===== src/rtl/sram_arb_pkg.sv =====
// Shared types and constants for the instruction/data SRAM port arbiter.
package sram_arb_pkg;

    typedef enum logic [1:0] {
        OWN_NONE = 2'd0,
        OWN_INST = 2'd1,
        OWN_DATA = 2'd2
    } owner_t;

    localparam logic [1:0] SIZE_BYTE = 2'd0;
    localparam logic [1:0] SIZE_HALF = 2'd1;
    localparam logic [1:0] SIZE_WORD = 2'd2;

    localparam logic [3:0] WEN_NONE = 4'b0000;
    localparam logic [3:0] WEN_ALL  = 4'b1111;

endpackage


===== src/rtl/sram_wen_gen.sv =====
// Byte-lane write enables and lane-replicated store data for the data port.
module sram_wen_gen
    import sram_arb_pkg::*;
#(
    parameter int DATA_W = 32
) (
    input  logic              wr,
    input  logic [1:0]        size,
    input  logic [1:0]        addr_lo,
    input  logic [DATA_W-1:0] wdata,
    output logic [3:0]        wen,
    output logic [DATA_W-1:0] wdata_rep
);

    localparam int LANE_W = DATA_W / 4;

    // Size 3 falls into the default arm and behaves as a full word.
    always_comb begin
        wen       = WEN_NONE;
        wdata_rep = wdata;
        case (size)
            SIZE_BYTE: begin
                wdata_rep = {4{wdata[LANE_W-1:0]}};
                if (wr) wen = 4'b0001 << addr_lo;
            end
            SIZE_HALF: begin
                wdata_rep = {2{wdata[2*LANE_W-1:0]}};
                if (wr) wen = addr_lo[1] ? 4'b1100 : 4'b0011;
            end
            default: begin
                if (wr) wen = WEN_ALL;
            end
        endcase
    end

endmodule


===== src/rtl/sram_port_arbiter.sv =====
// Shares one synchronous single-port SRAM between the fetch and data ports,
// data first, with a starvation override that lets a waiting fetch through.
module sram_port_arbiter
    import sram_arb_pkg::*;
#(
    parameter int ADDR_W       = 32,
    parameter int DATA_W       = 32,
    parameter int STARVE_LIMIT = 4
) (
    input  logic              clk,
    input  logic              resetn,
    input  logic              inst_req,
    input  logic [ADDR_W-1:0] inst_addr,
    output logic              inst_addr_ok,
    output logic              inst_data_ok,
    output logic [DATA_W-1:0] inst_rdata,
    input  logic              data_req,
    input  logic              data_wr,
    input  logic [1:0]        data_size,
    input  logic [ADDR_W-1:0] data_addr,
    input  logic [DATA_W-1:0] data_wdata,
    output logic              data_addr_ok,
    output logic              data_data_ok,
    output logic [DATA_W-1:0] data_rdata,
    output logic              sram_en,
    output logic [3:0]        sram_wen,
    output logic [ADDR_W-1:0] sram_addr,
    output logic [DATA_W-1:0] sram_wdata,
    input  logic [DATA_W-1:0] sram_rdata
);

    localparam int CNT_W = (STARVE_LIMIT < 1) ? 1 : $clog2(STARVE_LIMIT + 1);
    localparam logic [CNT_W-1:0] STARVE_MAX = CNT_W'(STARVE_LIMIT);

    owner_t             owner;
    owner_t             grant;
    logic               inst_wins;
    logic [CNT_W-1:0]   starve_cnt;
    logic [CNT_W-1:0]   starve_nxt;
    logic [3:0]         data_wen;
    logic [DATA_W-1:0]  data_wdata_rep;

    sram_wen_gen #(
        .DATA_W (DATA_W)
    ) u_wen_gen (
        .wr        (data_wr),
        .size      (data_size),
        .addr_lo   (data_addr[1:0]),
        .wdata     (data_wdata),
        .wen       (data_wen),
        .wdata_rep (data_wdata_rep)
    );

    // Grant is gated by resetn so an asserted reset silences the SRAM at once.
    always_comb begin
        grant     = OWN_NONE;
        inst_wins = (STARVE_LIMIT != 0) && (starve_cnt == STARVE_MAX);
        if (!resetn) begin
            grant = OWN_NONE;
        end else if (inst_req && data_req) begin
            grant = inst_wins ? OWN_INST : OWN_DATA;
        end else if (data_req) begin
            grant = OWN_DATA;
        end else if (inst_req) begin
            grant = OWN_INST;
        end
    end

    always_comb begin
        inst_addr_ok = 1'b0;
        data_addr_ok = 1'b0;
        sram_en      = 1'b0;
        sram_wen     = WEN_NONE;
        sram_addr    = '0;
        sram_wdata   = '0;
        case (grant)
            OWN_INST: begin
                inst_addr_ok = 1'b1;
                sram_en      = 1'b1;
                sram_addr    = inst_addr;
            end
            OWN_DATA: begin
                data_addr_ok = 1'b1;
                sram_en      = 1'b1;
                sram_wen     = data_wen;
                sram_addr    = data_addr;
                sram_wdata   = data_wdata_rep;
            end
            default: ;
        endcase
    end

    // Counts conflicts the fetch lost in a row; saturates at the limit.
    always_comb begin
        starve_nxt = starve_cnt;
        if (!inst_req || grant == OWN_INST) begin
            starve_nxt = '0;
        end else if (grant == OWN_DATA && starve_cnt != STARVE_MAX) begin
            starve_nxt = starve_cnt + CNT_W'(1);
        end
    end

    always_ff @(posedge clk or negedge resetn) begin
        if (!resetn) begin
            owner      <= OWN_NONE;
            starve_cnt <= '0;
        end else begin
            owner      <= grant;
            starve_cnt <= starve_nxt;
        end
    end

    assign inst_data_ok = (owner == OWN_INST);
    assign data_data_ok = (owner == OWN_DATA);
    assign inst_rdata   = inst_data_ok ? sram_rdata : '0;
    assign data_rdata   = data_data_ok ? sram_rdata : '0;

endmodule


===== config.mk =====
export PLATFORM = sky130hd
export DESIGN_NAME = sram_port_arbiter
export DESIGN_NICKNAME = d
export VERILOG_FILES = /design/src/rtl/sram_arb_pkg.sv /design/src/rtl/sram_wen_gen.sv /design/src/rtl/sram_port_arbiter.sv
export SDC_FILE = /design/constraint.sdc
export NUM_CORES = 1
export LEC_CHECK = 0
export BUFFER_PORTS_ARGS = -buffer_cell sky130_fd_sc_hd__buf_2
export CAP_MARGIN = 15
export CORE_AREA = 2 2 104 106
export CTS_CLUSTER_SIZE = 8
export DETAILED_ROUTE_END_ITERATION = 6
export DIE_AREA = 0 0 106 108
export SKIP_LAST_GASP = 1
export SLEW_MARGIN = 20
export SYNTH_ARGS = -nofsm -noshare
export SYNTH_HDL_FRONTEND = slang
export SYNTH_SLANG_ARGS = --single-unit
export TNS_END_PERCENT = 20

===== constraint.sdc =====
create_clock -name clk -period 2.4 [get_ports clk]
set_input_delay 0.36 -clock clk [delete_from_list [all_inputs] [get_ports clk]]
set_output_delay 0.36 -clock clk [all_outputs]
set_load 0.02 [all_outputs]

==> out/results.md, run 1 <==
| Stage | Item | This run |
| --- | --- | --- |
| placed design | GP Congestion | 0.744 |
| worst setup path | Crit path required time | 2.04 ns |
| sta | Slew at the pin closest to its max-slew limit | 0.500 ns |
| floorplan | Horizontal die dimension | 106 um |
| pwr | Leakage Power | 2.14 nW |
| sta | Max-slew headroom | 0.667 |
| min path | Instance count along the most critical hold path | 3 |
| pwr | Final Power | 0.000843 W |
| clocking | Max Root-Sink Buffers | 2 |
| min path | Worst Hold Launch | data_req |
| worst setup path | Count of cells along the worst register-to-register path | 10 |
| worst setup path | R2R Setup Slk | 0.29 ns |
| worst setup path | Data arrival time at the worst-slack endpoint | 1.96 ns |
| global routing | Global routing met3 resource utilization | 0.0313 |
| finish | Finished Core Util | 0.347 |
| min path | Path type of the worst min-delay path | primary input to register |
| worst setup path | Worst Setup Path Type | register to output port |
| floorplan | Initial standard-cell utilization of the core | 0.175 |
| sta | Final worst path period need | 2.32 ns |
| clocking | Cell at the root of the clock tree | sky130_fd_sc_hd__clkbuf_8 |
| synth | Main synth FF type | sky130_fd_sc_hd__dfrtp_1 |
| sta | Layout Skew | 0.00197 ns |
| floorplan | Area of the core | 10200 um2 |
| synth | Average footprint of a synthesized cell | 6.60 um2 |
| drt | Remaining antenna violation count | 0 |
| placed design | Hpwl dp | 7530 um |
| global routing | Largest net degree at the start of global routing | 35 |
| global routing | GRT Resource Usage Total | 0.139 |
| min path | Worst Hold Endpoint | owner[1] |
| clocking | TritonCTS clock tree | yes |
| floorplan | # rows | 37 |
| synth | Number of distinct library cells after synthesis | 28 |
| sta | Count of pins over their slew limit | 0 |
| global routing | Global routing usage on met1 | 0.147 |
| drt | Drt drc | 0 |
| global routing | Via count of the first global-routing pass | 2609 |
| global routing | Overflow after GRT | 0 |
| sta | Highest attainable clock frequency | 0.431 GHz |
| synth | Synthesized Nets | 413 |
| global routing | Met2 capacity usage during global routing | 0.282 |
| floorplan | Full die area | 11400 um2 |
| finish | Count of filler cells inserted in the layout | 1096 |
| synth | Synth warnings | 0 |
| synth | Fraction of synthesis flops using an asynchronous set or reset pin | 1.00 |
| synth | Sequential fraction of the synthesis area | 0.0697 |
| synth | Yosys reg bits | 5 |
| clocking | TritonCTS sink count | 5 |
| worst setup path | Critical R2R Capture | starve_cnt[0] |
| worst setup path | Biggest fanout along the worst timing path | 17 |
| worst setup path | Worst setup SP type | register |
| clocking | Clk_lat worst skew | 0.23 ns |
| sta | Final setup violation count | 0 |
| clocking | Inserted Clock Buffers | 3 |
| finish | Reg area | 125 um2 |
| sta | Smallest setup slack after layout | 0.0792 ns |
| floorplan | I/O pin total | 272 |
| synth | Post-synth EDFFs | 0 |
| finish | Total Nets Final | 676 |
| drt | DRC violation total after the first TritonRoute iteration | 167 |
| placed design | Setup slack at placement | 0.0789 ns |
| pwr | PwrDens | 237 nW/um2 |
| finish | Area growth from synthesis to final layout | 98.1% |
| drt | Via-to-Cell Ratio | 4.43 |
| sta | Hold Violations, Final | 0 |
| drt | Wire length per cell | 13.8 um |
| drt | Vias | 2975 |
| sta | Post-route clock period utilization | 0.967 |
| worst setup path | Reg2reg start | starve_cnt[0] |
| synth | Combined area of all synthesized cells | 1790 um2 |
| placed design | Number of input and output port buffers inserted | 271 |
| worst setup path | Setup crit end kind | output port |
| global routing | Most Used Layer, Global Route | met2 |
| pwr | Worst IR drop on VDD | 0.123 mV |
| finish | Area taken by multi-input logic gates | 1630 um2 |
| global routing | Antenna violations before repair | 2 |
| drt | Total Wirelength | 9250 um |
| run status | Status | finished clean |
| run | Max_cap viols | 0 |
| floorplan | Vertical die dimension | 108 um |
| global routing | Global-route wire length before repair | 12900 um |
| clocking | CTS H-Tree Depth | 1 |
| drt | DRT Pass-1 Iters | 5 |
| clocking | Register clock-pin slew on the reported worst setup and hold paths | 0.04 ns |
| synth | Synth Instances | 272 |
| finish | Share of post-route cells with drive strength above 1 | 0.573 |
-- sequential cells by signal, summed over array words and instances (netlist names) --
register and flops:
owner 2, starve_cnt 3
-- per-stage QoR --
stage	area (um2)	TNS, ns	hold slack (ns)	cells
after floorplan	1790	0	0.0644	272
after global placement	3300	0	0.200	660
after detailed placement	3300	0	0.201	660
after CTS	3380	0	0.502	666
after global routing	3550	-0.0779	0.461	670
final	3550	0	0.454	671
-- layer usage --
| layer | wire (um) | vias to the layer above |
|---|---|---|
| met2 | 5130 | 158 |
| met1 | 3240 | 1359 |
| met5 | 0 | - |
| li1 | - | 1447 |
| met3 | 779 | 11 |
| met4 | 95 | 0 |
-- cells in the mapped netlist, types with 2 or more instances --
cell | number | area share
sky130_fd_sc_hd__a21boi_1 | 8 | 0.033
sky130_fd_sc_hd__a21oi_1 | 4 | 0.011
sky130_fd_sc_hd__a22oi_1 | 32 | 0.13
sky130_fd_sc_hd__and2_1 | 72 | 0.25
sky130_fd_sc_hd__buf_2 | 9 | 0.025
sky130_fd_sc_hd__buf_4 | 2 | 0.0084
sky130_fd_sc_hd__clkbuf_1 | 14 | 0.029
sky130_fd_sc_hd__dfrtp_1 | 5 | 0.070
sky130_fd_sc_hd__ha_1 | 6 | 0.042
sky130_fd_sc_hd__inv_1 | 5 | 0.010
sky130_fd_sc_hd__mux2i_1 | 17 | 0.095
sky130_fd_sc_hd__nand2_1 | 19 | 0.040
sky130_fd_sc_hd__nand2b_1 | 2 | 0.0070
sky130_fd_sc_hd__nand3_1 | 3 | 0.0084
sky130_fd_sc_hd__nor2_1 | 36 | 0.075
sky130_fd_sc_hd__nor2b_1 | 10 | 0.035
sky130_fd_sc_hd__o211a_1 | 8 | 0.045
sky130_fd_sc_hd__o21ai_0 | 10 | 0.028
-- worst max-delay path, stage by stage, from the launching register on --
cell and delay [ns]:
sky130_fd_sc_hd__dfrtp_1 0.39, sky130_fd_sc_hd__inv_2 0.08, sky130_fd_sc_hd__ha_4 0.16, sky130_fd_sc_hd__nand2_1 0.07, sky130_fd_sc_hd__nand2_2 0.11, sky130_fd_sc_hd__and3_4 0.22
sky130_fd_sc_hd__ha_4 0.18, sky130_fd_sc_hd__buf_12 0.16, sky130_fd_sc_hd__a22oi_1 0.08, sky130_fd_sc_hd__nor2_2 0.11, sky130_fd_sc_hd__buf_4 0.15
-- where the power goes --
part           switching (W)  internal, W  total [W]
combinational       0.000323     0.000264   0.000586
clock              0.0000468     0.000115   0.000161
sequential        0.00000477    0.0000906  0.0000954
-- cell families after synthesis --
| kind of cell | count (synthesis) | share of synthesized area |
|---|---|---|
| compound gates | 65 | 0.270 |
| fa+ha+maj | 6 | 0.0418 |
| buf+inv | 31 | 0.0753 |
| flops | 5 | 0.0697 |
| mux | 18 | 0.103 |
| simple gates | 147 | 0.440 |
-- cell usage in the layout (no fill, tap or decap), types with 3 or more instances in the layout --
master	n
sky130_fd_sc_hd__inv_2	3
sky130_fd_sc_hd__nor2_1	35
sky130_fd_sc_hd__a21oi_1	4
sky130_fd_sc_hd__o21ai_0	10
sky130_fd_sc_hd__buf_4	13
sky130_fd_sc_hd__buf_2	263
sky130_fd_sc_hd__dfrtp_1	5
sky130_fd_sc_hd__a22oi_1	30
sky130_fd_sc_hd__o211a_1	8
sky130_fd_sc_hd__and2_1	72
sky130_fd_sc_hd__mux2i_1	17
sky130_fd_sc_hd__clkbuf_8	3
sky130_fd_sc_hd__nor2b_1	10
sky130_fd_sc_hd__buf_12	4
sky130_fd_sc_hd__nand2_1	18
sky130_fd_sc_hd__a21boi_1	8
sky130_fd_sc_hd__ha_4	4
-- final cells by class --
class,count,area share
diodes,1,0.000704
flip-flops and latches,5,0.0352
multi-input cells,236,0.459
well taps,136,0.0479
repair buffers,283,0.437
inverters,6,0.00704
clock buffers,4,0.0127
-- timing repair --
action,CTS,global route
endpoints found under the hold margin,5,0
hold buffers,1,0
setup endpoints to repair,41,67
gates cloned,0,2
resized for setup,5,25
pin swaps,0,2
buffers inserted,1,2
-- worst max path at each step --
stage | endpoint | from | slack (ns) | cells after the start
CTS | sram_addr[12] | starve_cnt[1] | 0.007 | 10
detailed placement | sram_addr[4] | starve_cnt[0] | 0.08 | 10
finish | sram_addr[2] | starve_cnt[0] | 0.08 | 10
global route | sram_addr[11] | starve_cnt[0] | -0.03 | 10
floorplan | sram_addr[10] | starve_cnt[0] | 0.04 | 9
global placement | sram_addr[4] | starve_cnt[0] | 0.16 | 10
Power figures use the tool's default switching activity.
==> run 2: changes to the inputs <==
Settings changed: CORE_AREA 2 2 104 106 to 2 2 107 109, DIE_AREA 0 0 106 108 to 0 0 109 111, RECOVER_POWER set to 50.
Clock period 2.4 ns to 2 ns, I/O delays scaled along.
==> out/results.md, run 2 (synthesis results as in run 1) <==
| Stage | Item | This run | vs previous |
| --- | --- | --- | --- |
| worst setup path | Standard cell with the maximum stage delay on the critical path | sky130_fd_sc_hd__dfrtp_1 |  |
| finish | Commonest cells after routing, fill and taps aside | 242 x sky130_fd_sc_hd__buf_2, 72 x sky130_fd_sc_hd__and2_1, 45 x sky130_fd_sc_hd__buf_4 |  |
| run | Max_cap viols | 0 | unchanged |
| pwr | Net Sw Power | 0.000547 W | +46% |
| floorplan | Area of the core | 11100 um2 | +8.3% |
| sta | Count of pins over their slew limit | 0 | unchanged |
| worst setup path | Worst Setup Path Type | register to output port |  |
| floorplan | Full die area | 12100 um2 | +5.7% |
| global routing | Met2 capacity usage during global routing | 0.282 | +0.000835 |
| drt | Drt drc | 0 | unchanged |
| worst setup path | Kind of cell adding the most delay to the critical path | simple AND/OR/NAND/NOR gates |  |
| finish | Area taken by multi-input logic gates | 1970 um2 | +21% |
| floorplan | I/O pin total | 272 | unchanged |
| sta | Slew at the pin closest to its max-slew limit | 0.474 ns | -0.0261 ns |
| clocking | TritonCTS clock tree | yes |  |
| drt | DRT Pass-1 Iters | 4 | -1 |
| floorplan | Initial standard-cell utilization of the core | 0.162 | -0.0134 |
| pwr | PwrDens | 311 nW/um2 | +31% |
| worst setup path | Crit path required time | 1.70 ns | -0.34 ns |
| sta | Highest attainable clock frequency | 0.455 GHz |  |
| clocking | Max Root-Sink Buffers | 2 | unchanged |
| worst setup path | Start point of the critical path | starve_cnt[1] |  |
| global routing | GRT Resource Usage Total | 0.150 | +0.0109 |
| drt | DRC violation total after the first TritonRoute iteration | 117 | -30% |
| pwr | Total internal power | 0.000799 W | +70% |
| floorplan | Vertical die dimension | 111 um | +2.8% |
| worst setup path | Largest stage delay on the critical path | 0.38 ns | about the same |
| global routing | Via count of the first global-routing pass | 2899 | +11% |
| finish | Total Nets Final | 703 | +4.0% |
| clocking | CTS H-Tree Depth | 1 | unchanged |
| clocking | Cell at the root of the clock tree | sky130_fd_sc_hd__clkbuf_16 |  |
| pwr | Proportion of power drawn by flip-flops and latches | 0.084 | -0.029 |
| pwr | Share of total power consumed by net switching | 0.407 | -0.0372 |
| drt | Vias | 3072 | +3.3% |
| finish | Count of filler cells inserted in the layout | 1101 | +0.46% |
| run status | Violations in the final reports | negative setup slack |  |
| pwr | Fraction of power consumed by combinational cells | 0.671 | -0.025 |
| worst setup path | Biggest fanout along the worst timing path | 6 | -11 |
| sta | Max-slew headroom | 0.684 | +0.0174 |
| finish | Most common library cell in the layout ignoring fill and taps | sky130_fd_sc_hd__buf_2 |  |
| placed design | GP Congestion | 0.850 | +14% |
| sta | Worst hold slack | 0.0913 ns | -0.363 ns |
| placed design | Hpwl dp | 8030 um | +6.7% |
| sta | Smallest setup slack after layout | -0.199 ns | -0.278 ns |
| placed design | Placed cells | 685 | +3.8% |
| run status | Status | finished with violations |  |
| finish | Finished Core Util | 0.390 | +0.0431 |
| placed design | Number of input and output port buffers inserted | 271 | unchanged |
| floorplan | # rows | 39 | +5.4% |
| pwr | Clk pwr share | 0.245 | +0.054 |
| drt | Wire length per cell | 14.2 um | +2.9% |
| min path | Path type of the worst min-delay path | primary input to async pin |  |
| drt | Remaining antenna violation count | 0 | unchanged |
| drt | Via-to-Cell Ratio | 4.35 | -2.0% |
| clocking | TritonCTS sink count | 5 | unchanged |
| worst setup path | Reg2reg start | starve_cnt[1] |  |
| finish | Reg area | 125 um2 | unchanged |
| sta | Final worst path period need | 2.20 ns |  |
| drt | Total Wirelength | 10000 um | +8.5% |
| clocking | Register clock-pin slew on the reported worst setup and hold paths | 0.03 ns | about the same |
| sta | Hold Violations, Final | 0 | unchanged |
| global routing | Antenna violations before repair | 3 | +1 |
| worst setup path | Setup crit end kind | output port |  |
| global routing | Most Used Layer, Global Route | met2 |  |
| finish | Register containing the most flip-flops in the final layout | starve_cnt |  |
| finish | Area growth from synthesis to final layout | 141% |  |
| pwr | Leakage Power | 2.34 nW | +9.6% |
| global routing | Global routing met3 resource utilization | 0.0353 | +0.00393 |
| sta | Layout Skew | 0.000708 ns | -0.00126 ns |
| pwr | Worst IR drop on VDD | 0.260 mV | +110% |
| clocking | Clk_lat worst skew | 0.23 ns | about the same |
| sta | Final setup violation count | 71 | +71 |
| finish | Registers with the highest flip-flop counts | starve_cnt: 3 flops, owner: 2 flops |  |
| sta | Post-route clock period utilization | 1.10 |  |
| sta | Setup repair after global routing missed its margin | true |  |
| global routing | Global-route wire length before repair | 14300 um | +11% |
| worst setup path | Buf+Inv Stages, Crit Path | 3 | unchanged |
| global routing | Largest net degree at the start of global routing | 34 | -2.9% |
| clocking | Inserted Clock Buffers | 3 | unchanged |
| finish | Share of post-route cells with drive strength above 1 | 0.702 | +0.129 |
| finish | Flip-flop count of the largest register after layout | 3 | unchanged |
| worst setup path | Chain of cells forming the critical path | inv_2 -> ha_4 -> nand2_2 -> nand2_2 -> and3_4 -> ha_4 -> clkbuf_16 -> a22oi_2 -> nor2_4 -> buf_2 |  |
| worst setup path | Data arrival time at the worst-slack endpoint | 1.90 ns | -0.06 ns |
| worst setup path | Worst setup SP type | register |  |
| global routing | Global routing usage on met1 | 0.160 | +0.0132 |
| floorplan | Horizontal die dimension | 109 um | +2.8% |
| global routing | Overflow after GRT | 0 | unchanged |
| finish | Non-filler cells, final | 707 | +5.4% |
==> run 2: changes by cell type in the layout (fill, tap and decap cells not counted), moves of 3 or more <==
cell / change
sky130_fd_sc_hd__a22oi_1: -24
sky130_fd_sc_hd__a22oi_2: +24
sky130_fd_sc_hd__buf_2: -21
sky130_fd_sc_hd__buf_4: +32
sky130_fd_sc_hd__buf_6: +10
sky130_fd_sc_hd__clkbuf_16: +4
sky130_fd_sc_hd__clkbuf_8: -3
sky130_fd_sc_hd__nor2_1: -31
sky130_fd_sc_hd__nor2_2: +9
sky130_fd_sc_hd__nor2_4: +22
==> run 2: area by class of cell <==
class                      instances  area share
sequential                         5      0.0289
clock buffer                       4      0.0182
multi-input combinational        236       0.456
inverter                           6     0.00579
timing repair buffer             310       0.448
antenna                            3     0.00174
tap                              143      0.0414
==> run 2: per-layer routing <==
| layer | part of all wire | vias up |
|---|---|---|
| li1 | - | 1513 |
| met1 | 0.36 | 1365 |
| met2 | 0.52 | 182 |
| met3 | 0.10 | 12 |
| met4 | 0.021 | 0 |
| met5 | 0 | - |
==> run 2: stage by stage <==
| stage | worst slack, ns | cell area, um2 | total power, W | TNS (ns) |
|---|---|---|---|---|
| 3_5_place_dp | -0.164 | 3690 | 0.000876 | -4.22 |
| 5_1_grt | -0.272 | 4320 | 0.00144 | -15.55 |
| 2_1_floorplan | -0.0835 | 2110 | 0.000559 | -1.67 |
| 3_3_place_gp | -0.0967 | 3690 | 0.000865 | -2.65 |
| 6_report | -0.199 | 4330 | 0.00135 | -9.05 |
| 4_1_cts | -0.213 | 4080 | 0.00129 | -10.37 |
==> run 2: power groups by stage <==
stage | logic (W) | clock network [W] | registers [W]
2_1_floorplan | 0.000444 | 0 | 0.000115
3_3_place_gp | 0.000752 | 0 | 0.000113
3_5_place_dp | 0.000763 | 0 | 0.000113
4_1_cts | 0.000840 | 0.000340 | 0.000112
5_1_grt | 0.000973 | 0.000348 | 0.000115
6_report | 0.000903 | 0.000330 | 0.000113
==> run 2: path summary, 6_finish.rpt <==
kind,end,slack (ns),depth (start not counted)
worst max-delay path,sram_addr[12],-0.20,10
worst min-delay path,starve_cnt[0],0.09,2
worst max register to register,starve_cnt[0],-0.04,11
worst min register to register,starve_cnt[2],0.70,2
max in group asynchronous,owner[0],1.35,2
min in group clk,starve_cnt[2],0.53,4
==> run 2: what timing repair did <==
item | in CTS | in global routing
setup buffers | 3 | 6
endpoints found under the hold margin | 2 | 0
cloned | 2 | 3
setup endpoints to repair | 72 | 74
hold buffers | 1 | 0
resized for setup | 57 | 31
pin swaps | 15 | 12
==> run 2: worst reg2reg max path, stage by stage, from the launching register on <==
cell and delay (ns):
sky130_fd_sc_hd__dfrtp_1 0.38, sky130_fd_sc_hd__inv_2 0.08, sky130_fd_sc_hd__ha_4 0.15, sky130_fd_sc_hd__nand3_2 0.09, sky130_fd_sc_hd__nand3_4 0.13, sky130_fd_sc_hd__inv_4 0.06
sky130_fd_sc_hd__ha_4 0.19, sky130_fd_sc_hd__buf_12 0.13, sky130_fd_sc_hd__clkbuf_16 0.16, sky130_fd_sc_hd__a21boi_4 0.14, sky130_fd_sc_hd__nor2_2 0.13, sky130_fd_sc_hd__mux2_4 0.31
